## config.mk

```make
export PLATFORM = sky130hd
export DESIGN_NAME = ripple_adder
export DESIGN_NICKNAME = d
export VERILOG_FILES = /design/src/rtl/ripple_adder.sv
export SDC_FILE = /design/constraint.sdc
export NUM_CORES = 1
export LEC_CHECK = 0
export CORE_AREA = 2 2 39 41
export CTS_BUF_LIST = sky130_fd_sc_hd__clkbuf_16
export DETAILED_ROUTE_END_ITERATION = 10
export DIE_AREA = 0 0 41 43
export GPL_TIMING_DRIVEN = 1
export HOLD_SLACK_MARGIN = 0.06
export SYNTH_ARGS = -nofsm -noshare
export SYNTH_HDL_FRONTEND = slang
export SYNTH_SLANG_ARGS = --single-unit
```

## constraint.sdc

```tcl
create_clock -name i_clock -period 3.1 [get_ports i_clock]
set_input_delay 0.31 -clock i_clock [delete_from_list [all_inputs] [get_ports i_clock]]
set_output_delay 0.31 -clock i_clock [all_outputs]
set_load 0.05 [all_outputs]
```

## src/rtl/ripple_adder.sv

```systemverilog
// ripple_adder: parameterised unsigned ripple-carry adder with a single
// output register stage.
//
//   {o_carry, o_sum} = i_augend + i_addend + i_carry   (exact BITS+1-bit sum)
//   o_overflow       = carry into MSB ^ carry out of MSB (two's-complement)
//
// Ports
//   i_clock     rising-edge clock
//   i_reset     synchronous active-high reset, overrides i_valid
//   i_valid     operands valid this cycle
//   i_augend    first operand  [BITS-1:0]
//   i_addend    second operand [BITS-1:0]
//   i_carry     carry-in (weight 1)
//   o_valid     a new result was captured on the last edge
//   o_sum       low BITS bits of the sum
//   o_carry     carry-out
//   o_overflow  signed overflow flag
//
// Latency is one cycle. When i_valid is low the result registers keep their
// contents, so idle (possibly X) operands never reach the outputs.

// One bit of the carry chain.
module ripple_adder_fa (
  input  logic a_i,
  input  logic b_i,
  input  logic c_i,
  output logic s_o,
  output logic c_o
);
  logic p;
  assign p   = a_i ^ b_i;
  assign s_o = p ^ c_i;
  assign c_o = (a_i & b_i) | (c_i & p);
endmodule

module ripple_adder #(
  parameter int BITS = 4
) (
  input  logic            i_clock,
  input  logic            i_reset,
  input  logic            i_valid,
  input  logic [BITS-1:0] i_augend,
  input  logic [BITS-1:0] i_addend,
  input  logic            i_carry,
  output logic            o_valid,
  output logic [BITS-1:0] o_sum,
  output logic            o_carry,
  output logic            o_overflow
);

  // c[k] is the carry into bit k; c[BITS] is the carry-out.
  logic [BITS:0]   c;
  logic [BITS-1:0] s;

  assign c[0] = i_carry;

  for (genvar k = 0; k < BITS; k++) begin : g_bit
    ripple_adder_fa u_fa (
      .a_i (i_augend[k]),
      .b_i (i_addend[k]),
      .c_i (c[k]),
      .s_o (s[k]),
      .c_o (c[k+1])
    );
  end

  logic [BITS-1:0] sum_q, sum_d;
  logic            carry_q, carry_d;
  logic            ovf_q, ovf_d;
  logic            valid_q, valid_d;

  // Result registers only load on a valid beat; otherwise they hold.
  always_comb begin
    sum_d   = sum_q;
    carry_d = carry_q;
    ovf_d   = ovf_q;
    valid_d = i_valid;
    if (i_valid) begin
      sum_d   = s;
      carry_d = c[BITS];
      // For BITS=1 this is carry-in ^ carry-out.
      ovf_d   = c[BITS-1] ^ c[BITS];
    end
  end

  always_ff @(posedge i_clock) begin
    if (i_reset) begin
      sum_q   <= '0;
      carry_q <= 1'b0;
      ovf_q   <= 1'b0;
      valid_q <= 1'b0;
    end else begin
      sum_q   <= sum_d;
      carry_q <= carry_d;
      ovf_q   <= ovf_d;
      valid_q <= valid_d;
    end
  end

  assign o_valid    = valid_q;
  assign o_sum      = sum_q;
  assign o_carry    = carry_q;
  assign o_overflow = ovf_q;

endmodule

```

==> impl_metrics.tcl <==
set metrics [dict create \
    remaining_drc_errors 0 \
    finalClockSkew_ns 0 \
    start_util_pct 26.1 \
    rows 14 \
    ys_seq_area_share_pct 38.8 \
    fp.dieH_um 43 \
    antennaDiodeCount 0 \
    finalHoldViolCount 0 \
    clk_pin_slew_ns 0.04 \
    synthMuxAreaShare_pct 5.54 \
    hold_buffers 0 \
    hold_path.class "register to register" \
    cts_tree "done" \
    cts_setup_buffers 0 \
    required_ns 3.24 \
    yosysUniqueCellTypes 12 \
    crit_type "input pin to register" \
    cts_buffers 3 \
    yosys_warnings 0 \
    hold_path_depth 2 \
    grt_pass1_wl_um 1140 \
    synth_nets 49 \
    avgSynthCellArea_um2 11.0 \
    cts-root-buf "clkbuf_16" \
    fin_crit_sh_pct 77.1 \
    status "finished, final reports clean" \
    slew_headroom_pct 66.4 \
    grt_usage_pct 10.4 \
    gp_congestion 0.691 \
    cp_max_fo 2 \
    antenna_left 0 \
    whs_endpoint "o_sum[1]" \
    htreeDepth 1 \
    yosys.area_share.simple_pct 12.5 \
    timing_worst_slew_pin_value_ns 0.502 \
    pin_count 19 \
    num_vias 289 \
    fin_ws_ns 0.711 \
    synth_area_leaders "dfxtp_1, fa_1, inv_1" \
    holdWs_ns 0.477 \
    layout_min_cycle_time_ns 2.39 \
    drive_above_1_share_pct 11.1 \
    grt_antenna_before_repair 0 \
    drt-total-wl_um 742 \
    synth_top_area_share_pct 38.8 \
    grt_pass1_vias 286 \
    synth-compound-area-share_pct 8.30 \
    dp_hpwl_um 531 \
    core_um2 1380 \
    die_x_um 41 \
    synth_top_family_by_area "adder cells" \
    reg2reg_setup_slack_ns 2.40 \
    grt_max_degree 11 \
    cts_resized 0 \
    synth_area_um2 362 \
    synth_top_area_cell "dfxtp_1" \
    clock_path_buffers 2 \
    clock-sinks 7 \
    post-place-ws_ns 0.468 \
    p_per_area_nw_per_um2 651 \
    rr_endpoint "o_overflow" \
    fmax_ghz 0.419 \
    hp-start "o_sum[1]" \
    arrival_ns 2.53 \
    dr.pass1.iters 3 \
    r2r_start "o_overflow" \
    nFillCells 144 \
    final-setup-viol-count 0 \
    drt_iter0_drc 1 \
    grt_overflow 0 \
    endpoint_kind "register" \
    synth-seq-cells 7 \
    io_buffer_count 18 \
    startpoint_type "input pin" \
    viasPerCell 4.13 \
    drv_cap 0 \
    num-nets-final 71 \
    dieArea_um2 1760 \
    p_leak_nw 0.280 \
    synth_xor_area_share_pct 2.42 \
    clk_latency_ns 0.23 \
    slew_viol_final 0 \
    rsz0062_at_grt "false" \
    avgRoutedWirePerCell_um 10.6 \
    reg2regPathDepth 2 \
    vdd_drop_max_v 0.000249 \
    synthAdderAreaFrac_pct 22.1 \
    syn_inst 33 \
    syn_to_final_growth_pct 74.0 \
    tns_ns 0 \
]
-- metal layers --
| layer | global-route usage [%] | wire length (um) | share of wire (%) |
|---|---|---|---|
| met3 | 3.14 | 27 | 3.6 |
| met1 | 9.80 | 290 | 39 |
| met4 | 10.0 | 0 | 0 |
| met2 | 16.3 | 425 | 57 |
| met5 | 0 | 0 | 0 |
-- final cells by class --
type	instances	area, um2	area share [%]
flip-flops and latches	7	140	22.3
multi-input cells	18	184	29.2
clock buffers	3	75.1	11.9
clock inverters	1	3.75	0.596
inverters	7	26.3	4.17
well taps	16	20.0	3.18
repair buffers	18	180	28.6
-- registers in the layout, indices dropped and copies added, names as in the netlist --
signal,flops
o_sum,4
o_carry,1
o_overflow,1
o_valid,1
-- cell families (layout without fill, tap and decap cells) --
logic type	after synthesis	in the layout
XOR/XNOR	1	1
flip-flops	7	7
multiplexers	2	2
adder cells (fa/ha/maj)	4	4
buffers and inverters	8	29
AO/OA/AOI/OAI	4	4
AND/OR/NAND/NOR	7	7
-- power breakdown --
group	switching, mW	internal [mW]	total, mW
Clock	0.0489	0.168	0.217
Combinational	0.0505	0.0399	0.0904
Sequential	0.00393	0.0989	0.103
Total	0.103	0.307	0.410
-- metrics by stage --
step	util, %	area, um2	total power, mW	cells
global placement	39.8	551	0.195	66
floorplan	-	362	0.159	33
CTS	45.5	629	0.414	70
finish	45.5	629	0.410	70
global route	45.5	629	0.426	70
detailed placement	39.8	551	0.195	66
-- worst max-delay path: stages --
cell,delay [ns]
clkdlybuf4s50_1,0.43
fa_1,0.42
inv_1,0.07
fa_1,0.15
inv_1,0.05
fa_1,0.39
inv_1,0.08
fa_1,0.41
a211oi_1,0.22
-- worst max path at each step --
stage / start / endpoint / slack (ns) / cells past startpoint
4_1_cts: i_augend[0] / o_sum[3] / 0.70 / 9
2_1_floorplan: i_augend[0] / o_sum[3] / 0.99 / 8
3_5_place_dp: i_augend[0] / o_sum[3] / 0.47 / 9
6_report: i_augend[0] / o_sum[3] / 0.71 / 9
5_1_grt: i_augend[0] / o_sum[3] / 0.61 / 9
3_3_place_gp: i_augend[0] / o_sum[3] / 0.48 / 9
-- Yosys cell counts, drive strengths merged --
master	n
a21o	1
buf	1
a211oi	3
nor2b	1
mux2i	2
nor2	5
fa	4
dfxtp	7
xnor2	1
nor3b	1
inv	7
-- cells in the final DEF (no fill, tap or decap) --
master            n
nor2_2            2
clkbuf_16         3
dfxtp_1           7
clkdlybuf4s50_1  18
fa_1              4
inv_1             8
nor2_1            3
mux2i_1           2
nor2b_4           1
nor3b_1           1
xnor2_1           1
a21o_1            1
a211oi_1          3
No activity file was read; power rests on OpenSTA's default activity.
